<file path="src/rtl/boundary_exchange_pkg.sv">
// Shared simulation package: coordinate width default and the FSM state
// encoding for the boundary exchange between neighbouring cores.
package boundary_exchange_pkg;

    // Default coordinate width, shared with node/constraint logic.
    localparam int unsigned DATA_W_DEFAULT = 32;

    // Exchange FSM encoding.
    typedef enum logic [1:0] {
        WAIT_BOTH = 2'b00,
        HAVE_L    = 2'b01,
        HAVE_R    = 2'b10,
        COMMIT    = 2'b11
    } bx_state_e;

    // A side may hand over its position whenever it is not already staged.
    function automatic logic left_open(input bx_state_e s);
        return (s == WAIT_BOTH) || (s == HAVE_R);
    endfunction

    function automatic logic right_open(input bx_state_e s);
        return (s == WAIT_BOTH) || (s == HAVE_L);
    endfunction

endpackage : boundary_exchange_pkg

</file>
<file path="src/rtl/stall_timer.sv">
// Saturating wait counter with a sticky expiry flag.
//   clk, rst_n : clock, asynchronous active-low reset
//   run_i      : count one cycle (holds at TIMEOUT)
//   clear_i    : zero the counter and drop the flag (wins over run_i)
//   expired_o  : registered, set on the edge the count reaches TIMEOUT
module stall_timer #(
    parameter int unsigned TIMEOUT = 1023
) (
    input  logic clk,
    input  logic rst_n,
    input  logic run_i,
    input  logic clear_i,
    output logic expired_o
);

    localparam int unsigned CNT_W = $clog2(TIMEOUT + 1);
    localparam logic [CNT_W-1:0] LIMIT = CNT_W'(TIMEOUT);

    logic [CNT_W-1:0] cnt_q, cnt_d;
    logic             expired_q, expired_d;

    // Next count and flag.
    always_comb begin
        cnt_d     = cnt_q;
        expired_d = expired_q;
        if (clear_i) begin
            cnt_d     = '0;
            expired_d = 1'b0;
        end else if (run_i && (cnt_q != LIMIT)) begin
            cnt_d = cnt_q + CNT_W'(1);
            if (cnt_d == LIMIT) begin
                expired_d = 1'b1;
            end
        end
    end

    always_ff @(posedge clk or negedge rst_n) begin
        if (!rst_n) begin
            cnt_q     <= '0;
            expired_q <= 1'b0;
        end else begin
            cnt_q     <= cnt_d;
            expired_q <= expired_d;
        end
    end

    assign expired_o = expired_q;

endmodule : stall_timer

</file>
<file path="src/rtl/boundary_exchange.sv">
// Boundary exchange between two adjacent simulation cores. Collects the left
// core's last node and the right core's first node over independent
// valid/ready handshakes and commits them together as one snapshot.
//   clk, reset           : clock, asynchronous active-low reset
//   l_valid/l_ready/l_x/l_y : left core's last node position
//   r_valid/r_ready/r_x/r_y : right core's first node position
//   prev_core_last_x/y   : committed left position (to the right core)
//   next_core_first_x/y  : committed right position (to the left core)
//   publish              : one-cycle pulse when a new snapshot appears
//   step_count           : commits since reset, wrapping
//   stall                : sticky timeout while one side waits; cleared by commit
module boundary_exchange
    import boundary_exchange_pkg::*;
#(
    parameter int unsigned DATA_W  = DATA_W_DEFAULT,
    parameter int unsigned STEP_W  = 16,
    parameter int unsigned TIMEOUT = 1023
) (
    input  logic              clk,
    input  logic              reset,
    input  logic              l_valid,
    output logic              l_ready,
    input  logic [DATA_W-1:0] l_x,
    input  logic [DATA_W-1:0] l_y,
    input  logic              r_valid,
    output logic              r_ready,
    input  logic [DATA_W-1:0] r_x,
    input  logic [DATA_W-1:0] r_y,
    output logic [DATA_W-1:0] prev_core_last_x,
    output logic [DATA_W-1:0] prev_core_last_y,
    output logic [DATA_W-1:0] next_core_first_x,
    output logic [DATA_W-1:0] next_core_first_y,
    output logic              publish,
    output logic [STEP_W-1:0] step_count,
    output logic              stall
);

    bx_state_e         state_q;
    logic [DATA_W-1:0] l_x_stage_q, l_y_stage_q;
    logic [DATA_W-1:0] r_x_stage_q, r_y_stage_q;
    logic [DATA_W-1:0] prev_x_q, prev_y_q, next_x_q, next_y_q;
    logic [STEP_W-1:0] step_q;
    logic              publish_q;

    logic l_hs_c, r_hs_c, commit_c, waiting_c;

    // Readies decode straight from the state register.
    assign l_ready = left_open(state_q);
    assign r_ready = right_open(state_q);

    // Handshakes and the edge that completes a pair.
    always_comb begin
        l_hs_c    = l_valid && l_ready;
        r_hs_c    = r_valid && r_ready;
        waiting_c = (state_q == HAVE_L) || (state_q == HAVE_R);
        commit_c  = 1'b0;
        case (state_q)
            WAIT_BOTH: commit_c = l_hs_c && r_hs_c;
            HAVE_L:    commit_c = r_hs_c;
            HAVE_R:    commit_c = l_hs_c;
            default:   commit_c = 1'b0;
        endcase
    end

    // FSM, staging and snapshot registers.
    always_ff @(posedge clk or negedge reset) begin
        if (!reset) begin
            state_q     <= WAIT_BOTH;
            l_x_stage_q <= '0;
            l_y_stage_q <= '0;
            r_x_stage_q <= '0;
            r_y_stage_q <= '0;
            prev_x_q    <= '0;
            prev_y_q    <= '0;
            next_x_q    <= '0;
            next_y_q    <= '0;
            step_q      <= '0;
            publish_q   <= 1'b0;
        end else begin
            publish_q <= commit_c;

            if (l_hs_c) begin
                l_x_stage_q <= l_x;
                l_y_stage_q <= l_y;
            end
            if (r_hs_c) begin
                r_x_stage_q <= r_x;
                r_y_stage_q <= r_y;
            end

            // The side completing on the commit edge bypasses its staging.
            if (commit_c) begin
                prev_x_q <= l_hs_c ? l_x : l_x_stage_q;
                prev_y_q <= l_hs_c ? l_y : l_y_stage_q;
                next_x_q <= r_hs_c ? r_x : r_x_stage_q;
                next_y_q <= r_hs_c ? r_y : r_y_stage_q;
                step_q   <= step_q + STEP_W'(1);
            end

            case (state_q)
                WAIT_BOTH: begin
                    if (commit_c)    state_q <= COMMIT;
                    else if (l_hs_c) state_q <= HAVE_L;
                    else if (r_hs_c) state_q <= HAVE_R;
                end
                HAVE_L:  if (commit_c) state_q <= COMMIT;
                HAVE_R:  if (commit_c) state_q <= COMMIT;
                default: state_q <= WAIT_BOTH;
            endcase
        end
    end

    stall_timer #(
        .TIMEOUT (TIMEOUT)
    ) u_stall_timer (
        .clk       (clk),
        .rst_n     (reset),
        .run_i     (waiting_c),
        .clear_i   (commit_c),
        .expired_o (stall)
    );

    assign prev_core_last_x  = prev_x_q;
    assign prev_core_last_y  = prev_y_q;
    assign next_core_first_x = next_x_q;
    assign next_core_first_y = next_y_q;
    assign step_count        = step_q;
    assign publish           = publish_q;

endmodule : boundary_exchange

</file>
<file path="config.mk">
export PLATFORM = sky130hd
export DESIGN_NAME = boundary_exchange
export DESIGN_NICKNAME = d
export VERILOG_FILES = /design/src/rtl/boundary_exchange_pkg.sv /design/src/rtl/stall_timer.sv /design/src/rtl/boundary_exchange.sv
export SDC_FILE = /design/constraint.sdc
export NUM_CORES = 1
export LEC_CHECK = 0
export ABC_AREA = 0
export CAP_MARGIN = 10
export CELL_PAD_IN_SITES_DETAIL_PLACEMENT = 0
export CELL_PAD_IN_SITES_GLOBAL_PLACEMENT = 1
export CORE_MARGIN = 2
export CORE_UTILIZATION = 38
export DETAILED_ROUTE_END_ITERATION = 12
export PLACE_DENSITY_LB_ADDON = 0.1
export SLEW_MARGIN = 20
export SYNTH_ARGS = -nofsm -noshare
export SYNTH_HDL_FRONTEND = slang
export SYNTH_SLANG_ARGS = --single-unit
</file>
<file path="constraint.sdc">
create_clock -name clk -period 2.52 [get_ports clk]
set_input_delay 0.756 -clock clk [delete_from_list [all_inputs] [get_ports clk]]
set_output_delay 0.756 -clock clk [all_outputs]
set_load 0.03 [all_outputs]
</file>
==> flow_summary.toml, run 1 <==
[run_status]
outcome = "completed"

[power_and_ir_drop]
internal_power_mw = 14.1
combPwrFrac_pct = 45.5
switchingPower_mw = 8.45
power_per_cell_area_mw_per_mm2 = 1430
power.ir.vdd_worst_v = 0.000758
power_frac_clock_pct = 20.7
static-leakage-power_nw = 7.27
power_switching_share_pct = 37.5
power.share.sequential_pct = 33.8

[timing]
setup_slack_ns = 0.0757
fin_setup_tns_ns = 0
grt_setup_unrepaired = "false"
final_hold_viols = 0
setup_violations = 0
fin_worst_skew_ns = 0.0131
final_max_slew_viol_count = 0
maxSlewHeadroom_pct = 70.1
min_period_ns = 2.44
timing.fmax_mhz = 409
timing_worst_slew_pin_value_ns = 0.443
min_period_over_period_pct = 97.0
hold-worst-slack_ns = 0.119

[place]
detailedPlacementHpwl_um = 18400
gp_congestion = 0.724
port-buffer-count = 279
dp_slack_ns = 0.0226

[yosys]
ys_seq_area_share_pct = 64.7
synth-edff-count = 0
postSynth.topFlopCell = "sky130_fd_sc_hd__dfrtp_1"
synthCells = 970
syn-cell-area_mm2 = 0.0111
synthesis.yosys.warnings = 0
yosys_register_bits = 286
unique_cell_type_count_in_the_yosys_netlist = 39
synthArstFlopShare_pct = 100
postSynthNetCount = 1109
post_synth.cell_area_avg_um2 = 11.4

[global_route]
gr-usage-met2_pct = 27.2
antenna_violations_before_repair = 2
grt_max_degree = 79
first_global_vias = 8099
global_route.usage.total_pct = 18.1
grt_first_pass_wirelength_um = 44500
grt_overflow = 0
groute.layer.met1.usage_pct = 25.1
met3_usage_pct = 6.98
top_usage_layer = "met2"

[route]
postRouteWirelength_um = 27300
route.antenna.remaining_nets = 0
first_pass_iters = 4
drt-wirelength-per-cell_um = 16.2
routed-via-count = 7787
post_drt_via_cell_ratio = 4.62
drt_iter0_markers = 362
detail_route.drc_violations = 0

[cts]
cts.path.max_buffers = 3
cts_buffers = 31
cts.clk_slew.worst_paths_ns = 0.06
numClockSinks = 286
clk-insertion-delay-late_ns = 0.54
holdBufCountCts = 0
tritoncts = "built"
htree_num_levels = 1
ctsRootBufferMaster = "sky130_fd_sc_hd__clkbuf_16"

[setup_path]
arrival_ns = 1.69
timing.critical_path.to_type = "output pin"
critPathBufInv = 1
cp_top_family = "buffers and inverters"
setup.worst_path.start = "step_count[3]"
crit_path_max_fanout = 6
slowest_stage = "sky130_fd_sc_hd__clkdlybuf4s50_1"
critPathKind = "flop to output pin"
worst_setup_path_endpoint = "step_count[3]"
rr_worst_depth = 8
worst_ep_required_time_ns = 1.76
path_depth = 1
timing.reg2reg.setup_slack_ns = 0.47
critical_path.max_stage_delay_ns = 0.71
regToRegEndpoint = "next_core_first_y[19]"
critPathLaunchType = "flop"
critical_path.reg2reg.startpoint = "state_q[1]"
cp_cell_sequence = "clkdlybuf4s50_1"

[floorplanning]
dieHeight_um = 175
die_w_um = 175
placeableCoreArea_mm2 = 0.0287
design.portCount = 280
design.die.area_mm2 = 0.0305
placement_rows = 62
initial_utilization_pct = 38.5

[cells_and_area]
drive_above_1_share_pct = 17.7
areaGrowthSynthToFinish_pct = 42.1
number_of_nets_in_the_finished_design = 1418

[run]
maxCapViolations = 0

[min_path]
hold_wc_path_type = "input pin to async pin"
[state kept, by name (all words and copies together) (netlist names)]
name                     flops
l_y_stage_q                 32
r_y_stage_q                 32
next_core_first_x           32
publish                      1
l_x_stage_q                 32
prev_core_last_y            32
step_count                  16
prev_core_last_x            32
u_stall_timer.expired_o      1
next_core_first_y           32
state_q                      2
r_x_stage_q                 32
u_stall_timer.cnt_q         10
[kinds of logic after synthesis]
logic type | synth area share, %
compound gates | 2.04
xor+xnor | 1.43
fa+ha+maj | 0.792
buf+inv | 2.15
flops | 64.7
mux | 13.2
simple gates | 15.7
[synth_stat cells, types with 3 or more instances]
cell type,count,area [um2]
sky130_fd_sc_hd__nor2_1,10,37.5
sky130_fd_sc_hd__dfrtp_1,286,7160
sky130_fd_sc_hd__nand3_1,9,45.0
sky130_fd_sc_hd__clkbuf_1,23,86.3
sky130_fd_sc_hd__xnor2_1,15,131
sky130_fd_sc_hd__nand4_1,7,43.8
sky130_fd_sc_hd__o31ai_1,4,30.0
sky130_fd_sc_hd__nand2_1,398,1490
sky130_fd_sc_hd__a21oi_1,11,55.1
sky130_fd_sc_hd__mux2_2,129,1450
sky130_fd_sc_hd__xor2_1,3,26.3
sky130_fd_sc_hd__ha_1,7,87.6
sky130_fd_sc_hd__a211oi_1,3,22.5
sky130_fd_sc_hd__inv_1,8,30.0
sky130_fd_sc_hd__o21ai_0,4,20.0
sky130_fd_sc_hd__or3_1,3,18.8
sky130_fd_sc_hd__or4_1,3,22.5
sky130_fd_sc_hd__buf_2,22,110
[routing by layer]
layer	part of all wire [%]	up-vias
li1	-	3759
met1	45	3754
met2	43	238
met3	9.6	34
met4	1.7	2
met5	0.048	-
[how the worst min path moves through the flow]
stage,start,to,cells after the start
finish,reset,prev_core_last_x[26],1
global route,reset,l_x_stage_q[26],1
CTS,reset,prev_core_last_x[26],1
detailed placement,next_core_first_x[10],next_core_first_x[10],2
global placement,next_core_first_x[13],next_core_first_x[13],2
floorplan,reset,l_x_stage_q[0],0
[layout by cell type, fill, tap and decap left out, types with 2 or more instances in the layout]
master,instances
sky130_fd_sc_hd__buf_12,15
sky130_fd_sc_hd__o21ai_4,2
sky130_fd_sc_hd__nand3_1,9
sky130_fd_sc_hd__or3_1,3
sky130_fd_sc_hd__nor4_1,2
sky130_fd_sc_hd__or4_1,3
sky130_fd_sc_hd__clkbuf_1,9
sky130_fd_sc_hd__nand4_1,7
sky130_fd_sc_hd__or2_2,2
sky130_fd_sc_hd__clkdlybuf4s50_1,276
sky130_fd_sc_hd__clkinv_2,3
sky130_fd_sc_hd__xor2_1,3
sky130_fd_sc_hd__nor2_1,10
sky130_fd_sc_hd__a211oi_1,3
sky130_fd_sc_hd__mux2_2,129
sky130_fd_sc_hd__clkbuf_16,31
sky130_fd_sc_hd__xnor2_1,15
sky130_fd_sc_hd__a21oi_1,11
sky130_fd_sc_hd__clkbuf_8,8
sky130_fd_sc_hd__dfrtp_1,286
sky130_fd_sc_hd__inv_1,7
sky130_fd_sc_hd__nand2_1,398
sky130_fd_sc_hd__o21ai_0,4
sky130_fd_sc_hd__bufinv_16,4
sky130_fd_sc_hd__buf_4,29
sky130_fd_sc_hd__nor3_1,2
sky130_fd_sc_hd__ha_1,6
sky130_fd_sc_hd__o31ai_1,4
[power by group through the flow]
stage	Combinational (mW)	Sequential, mW	Clock (mW)
after CTS	10.4	7.65	4.81
after global placement	10.3	7.63	0
after global routing	11.3	7.89	5.01
after floorplan	4.24	9.55	0
after detailed placement	10.4	7.69	0
final	10.3	7.62	4.66
[metrics by stage]
step	util [%]	power, mW	area, um2	instances
after detailed placement	51.1	18.1	14700	1628
after global placement	51.1	17.9	14700	1628
after floorplan	-	13.8	11100	970
final	54.8	22.6	15700	1686
after CTS	54.7	22.9	15700	1684
after global routing	54.8	24.1	15700	1685
[final cells by class]
| class | count | area (um2) |
|---|---|---|
| diodes | 1 | 2.50 |
| clock buffers | 48 | 920 |
| clock inverters | 7 | 135 |
| fillers | 2565 | 13000 |
| inverters | 9 | 36.3 |
| multi-input cells | 629 | 3690 |
| flip-flops and latches | 286 | 7160 |
| well taps | 384 | 480 |
| repair buffers | 322 | 3300 |
[timing repair]
item,CTS,global route
gates resized for setup,10,4
hold endpoints to repair,0,0
endpoints found under the setup margin,2,2
setup buffers,1,1
(Power assumes the default switching activity.)
==> run 2, diff against run 1 <==
- CTS_CLUSTER_DIAMETER: default -> 30
- REMOVE_ABC_BUFFERS: default -> 1
- SKIP_CTS_REPAIR_TIMING: default -> 1
==> run 2 against run 1 <==
  * Die area unchanged
  * Cell count up 3.4%
  * Combinational power about the same
  * Clock skew about the same
  * Sequential power about the same
  * Utilization up 4.2 points
  * Sequential cell count unchanged
  * Fmax down 0.11%
  * Non-clock buffer count down 6
  * Total power up 17%
  * Register-to-register slack about the same
  * Clock power up 86%
  * Largest cell class unchanged
==> flow_summary.toml, run 2 (same netlist as run 1, synthesis figures left out) <==
[cells_and_area]
areaGrowthSynthToFinish_pct = 53.1
fill_cells = 2430
final_cell_mix = "398 x sky130_fd_sc_hd__nand2_1, 286 x sky130_fd_sc_hd__dfrtp_1, 276 x sky130_fd_sc_hd__clkdlybuf4s50_1"
diodes = 0
post-route-util_pct = 59.0
drive_above_1_share_pct = 21.0
number_of_nets_in_the_finished_design = 1448
final_cells = 1744
mostFrequentLayoutCell = "sky130_fd_sc_hd__nand2_1"

[setup_path]
timing.reg2reg.setup_slack_ns = 0.47
timing.critical_path.to_type = "output pin"
worst_ep_required_time_ns = 1.76
arrival_ns = 1.69
critPathLaunchType = "flop"
critPathKind = "flop to output pin"
crit_path_max_fanout = 3

[global_route]
first_global_vias = 8567
grt_first_pass_wirelength_um = 45600
grt_overflow = 0
grt_max_degree = 55
antenna_violations_before_repair = 0
global_route.usage.total_pct = 18.6

[timing]
timing_worst_slew_pin_value_ns = 0.410
timing.fmax_mhz = 409
min_period_ns = 2.45
fin_worst_skew_ns = 0.0132
final_hold_viols = 0
min_period_over_period_pct = 97.1
final_max_slew_viol_count = 0
fin_setup_tns_ns = 0
maxSlewHeadroom_pct = 72.3
setup_violations = 0
setup_slack_ns = 0.0731

[cts]
ctsRootBufferMaster = "sky130_fd_sc_hd__clkbuf_16"
cts_buffers = 67
cts.path.max_buffers = 3
htree_num_levels = 3
clk-insertion-delay-late_ns = 0.53
numClockSinks = 286
tritoncts = "built"
cts.clk_slew.worst_paths_ns = 0.05

[floorplanning]
dieHeight_um = 175
design.portCount = 280
placeableCoreArea_mm2 = 0.0287
design.die.area_mm2 = 0.0305
placement_rows = 62
initial_utilization_pct = 38.5
die_w_um = 175

[route]
detail_route.drc_violations = 0
drt_iter0_markers = 353
routed-via-count = 8000
post_drt_via_cell_ratio = 4.59
route.antenna.remaining_nets = 0
first_pass_iters = 4
postRouteWirelength_um = 27600
drt-wirelength-per-cell_um = 15.8

[place]
detailedPlacementHpwl_um = 18100
gp_congestion = 0.738
dp_slack_ns = 0.0238
place.detailed.instances = 1622
port-buffer-count = 279

[power_and_ir_drop]
post-layout-total-power_mw = 26.5
power.ir.vdd_worst_v = 0.000902
power_per_cell_area_mw_per_mm2 = 1560
static-leakage-power_nw = 7.83

[run]
maxCapViolations = 0

[run_status]
outcome = "completed"

[min_path]
hold_wc_path_type = "input pin to async pin"
[run 2: cell types whose count changed in the layout (fill, tap and decap cells not counted), moves of 3 or more]
| cell | delta |
|---|---|
| sky130_fd_sc_hd__clkinv_2 | +6 |
| sky130_fd_sc_hd__clkinv_4 | +3 |
| sky130_fd_sc_hd__clkinvlp_4 | +8 |
| sky130_fd_sc_hd__inv_6 | +3 |
| sky130_fd_sc_hd__bufinv_16 | +5 |
| sky130_fd_sc_hd__buf_4 | -5 |
| sky130_fd_sc_hd__clkbuf_16 | +38 |
[run 2: per-stage QoR]
| stage | hold WS (ns) | cell area (um2) |
|---|---|---|
| finish | 0.111 | 16900 |
| global route | 0.118 | 16900 |
| CTS | 0.105 | 16900 |
| detailed placement | 0.461 | 14600 |
| global placement | 0.457 | 14600 |
| floorplan | 0.460 | 10900 |
[run 2: critical path, cell delays in order (launching register included)]
cell,delay (ns)
sky130_fd_sc_hd__dfrtp_1,0.38
sky130_fd_sc_hd__inv_1,0.08
sky130_fd_sc_hd__ha_1,0.22
sky130_fd_sc_hd__or2_2,0.31
sky130_fd_sc_hd__buf_4,0.17
[run 2: area by class of cell]
cell class,instances,area (um2),share of cell area (%)
Sequential cell,286,7160,42.3
Inverter,9,36.3,0.214
Clock buffer,86,1850,10.9
Tap cell,384,480,2.84
Multi-Input combinational cell,629,3690,21.8
Clock inverter,34,460,2.72
Timing Repair Buffer,316,3260,19.2
[run 2: path summary, 6_finish.rpt]
path | cells after the start | start | end
min in group clk | 2 | next_core_first_x[30] | next_core_first_x[30]
min | 1 | reset | prev_core_last_y[26]
min reg2reg | 2 | next_core_first_x[30] | next_core_first_x[30]
max | 4 | state_q[0] | r_ready
max in group asynchronous | 2 | reset | next_core_first_y[0]
max reg2reg | 8 | state_q[0] | u_stall_timer.expired_o
[run 2: layer usage]
metal  GRT usage (%)  vias up  wire length [um]
met5               0        -                 0
met4            6.35        0               527
met3            7.72       45              2700
met2            27.7      246             11900
met1            24.7     3849             12400
li1                -     3860                 -
[run 2: power breakdown]
group | switching [mW] | leakage [nW] | total [mW] | internal, mW
registers | 0.861 | 3.49 | 7.64 | 6.78
clock network | 2.60 | 1.11 | 8.69 | 6.09
logic | 5.77 | 3.23 | 10.1 | 4.37
==> edit: new RTL, flow settings as in run 2 <==
The 4 states of `bx_state_e` get a one-hot encoding in 4 bits.
--- a/src/rtl/boundary_exchange_pkg.sv
+++ b/src/rtl/boundary_exchange_pkg.sv
@@ -6,11 +6,11 @@
     localparam int unsigned DATA_W_DEFAULT = 32;
 
     // Exchange FSM encoding.
-    typedef enum logic [1:0] {
-        WAIT_BOTH = 2'b00,
-        HAVE_L    = 2'b01,
-        HAVE_R    = 2'b10,
-        COMMIT    = 2'b11
+    typedef enum logic [3:0] {
+        WAIT_BOTH = 4'b0001,
+        HAVE_L    = 4'b0010,
+        HAVE_R    = 4'b0100,
+        COMMIT    = 4'b1000
     } bx_state_e;
 
     // A side may hand over its position whenever it is not already staged.
Formal check against the unedited RTL: same outputs for any inputs over 4 cycles, from zero or initial values and one cycle with reset low; so few cycles prove little.
==> edit against run 2 <==
- sequential cell count is 2 higher
- first-iteration DRC count is 24% lower
- via count is 12% lower
- clock skew is 0.0052 ns higher
- global-route usage is 1.6 points lower
- setup slack better by 0.0053 ns
- synthesized area is 10% higher
- final area is 7.5% higher
- wire length is 2.3% higher
- cell count is 12% lower
- total power is 8.6% higher
- highest routed layer is now met5
==> edit: results (changes against run 2) <==
Finish
  • Layout cells sized above 1: 38.3% (+17 points)
  • Final nets: 1209 (-17%)
  • Number of non-clock buffers: 324 (+2.5%)
  • Multi-In Gates: 381 (-39%)
  • Inverters: 8 (-1)
  • NonClk Buf Share: 18.3% (-0.95 points)
  • Final instance area: 18200 sq um (+7.5%)
  • Layout clock area frac: 13.6% (-0.046 points)
  • # fillers: 2523 (+3.8%)
  • Area of the multi-input gates: 4640 sq um (+26%)
  • Antenna diode count: 2 (+2)
  • Clkbuf count: 98 (+14%)

Worst setup path
  • Critical Path Max Stage Delay: 0.73 ns (+0.35 ns)
  • Slowest CP cell: clkdlybuf4s50_1
  • Cell family with most CP delay: buffers and inverters
  • R2r setup slk: 0.39 ns (-0.08 ns)
  • Worst Path Buf+Inv: 1 (-1)
  • RR Endpoint: prev_core_last_y[31]
  • CP Max Fanout: 5 (+2)
  • RR Startpoint: state_q[0]
  • Crit path launch: step_count[11]

Drt
  • Wl on met1: 12900 um (+3.6%)
  • Avg Vias per Cell: 4.63 (+0.92%)
  • Met3 wire len: 2850 um (+5.6%)
  • Routed via count: 7069 (-12%)
  • DR top layer: met5
  • Routed wl met2: 11900 um (-0.31%)
  • Violation count after the first detailed-route iteration: 269 (-24%)

Status
  • Status: finished clean

Placed design
  • Post-DP HPWL: 18800 um (+3.8%)
  • Placed cells: 1402 (-14%)
  • Pre-CTS setup slack: -0.111 ns (-0.135 ns)
  • GP Congestion: 0.747 (+1.2%)

Synthesis
  • FF+latch count, synth: 288 (+0.70%)
  • Distinct cells, synth: 47 (+21%)
  • Largest cells by area after synthesis: dfrtp_1, mux2_4, buf_6
  • Seq/Total Area, Yosys: 59.1% (-5.6 points)
  • Avg Inst Size Synth: 17.2 sq um (+51%)

STA
  • Min Hold Slack: 0.128 ns (+0.0167 ns)
  • Worst slew pin tran: 0.479 ns (+0.0693 ns)

GRT
  • Tot GR Track Use: 17.0% (-1.6 points)
  • Met3 Usage GRT: 8.02% (+0.30 points)
  • Largest net degree at the start of global routing: 54 (-1.8%)
edit: cell count changes in the layout (fill, tap and decap cells not counted), sizes merged, moves of 4 or more:
cell	delta
nand2	-386
xor2	+5
a31oi	+4
buf	+7
nor3	+5
mux2	+128
and3	+4
a21oi	-8
ha	-4
clkbuf	+13
clkinvlp	-5
and4	+4
edit: kinds of logic (layout without fill, tap and decap cells):
| group | after synthesis | count (layout) | share of synthesized area (%) |
|---|---|---|---|
| AND/OR/NAND/NOR | 76 | 76 | 3.70 |
| other | 0 | 2 | 0 |
| AO/OA/AOI/OAI | 19 | 19 | 1.06 |
| XOR/XNOR | 24 | 24 | 1.78 |
| buffers and inverters | 42 | 454 | 2.93 |
| multiplexers | 259 | 259 | 31.2 |
| flip-flops | 288 | 288 | 59.1 |
| adder cells (fa/ha/maj) | 3 | 3 | 0.308 |
edit: where the power goes:
group	switching [mW]	internal (mW)
logic	5.17	6.32
registers	1.09	6.89
clock network	2.64	6.62
total	8.90	19.8
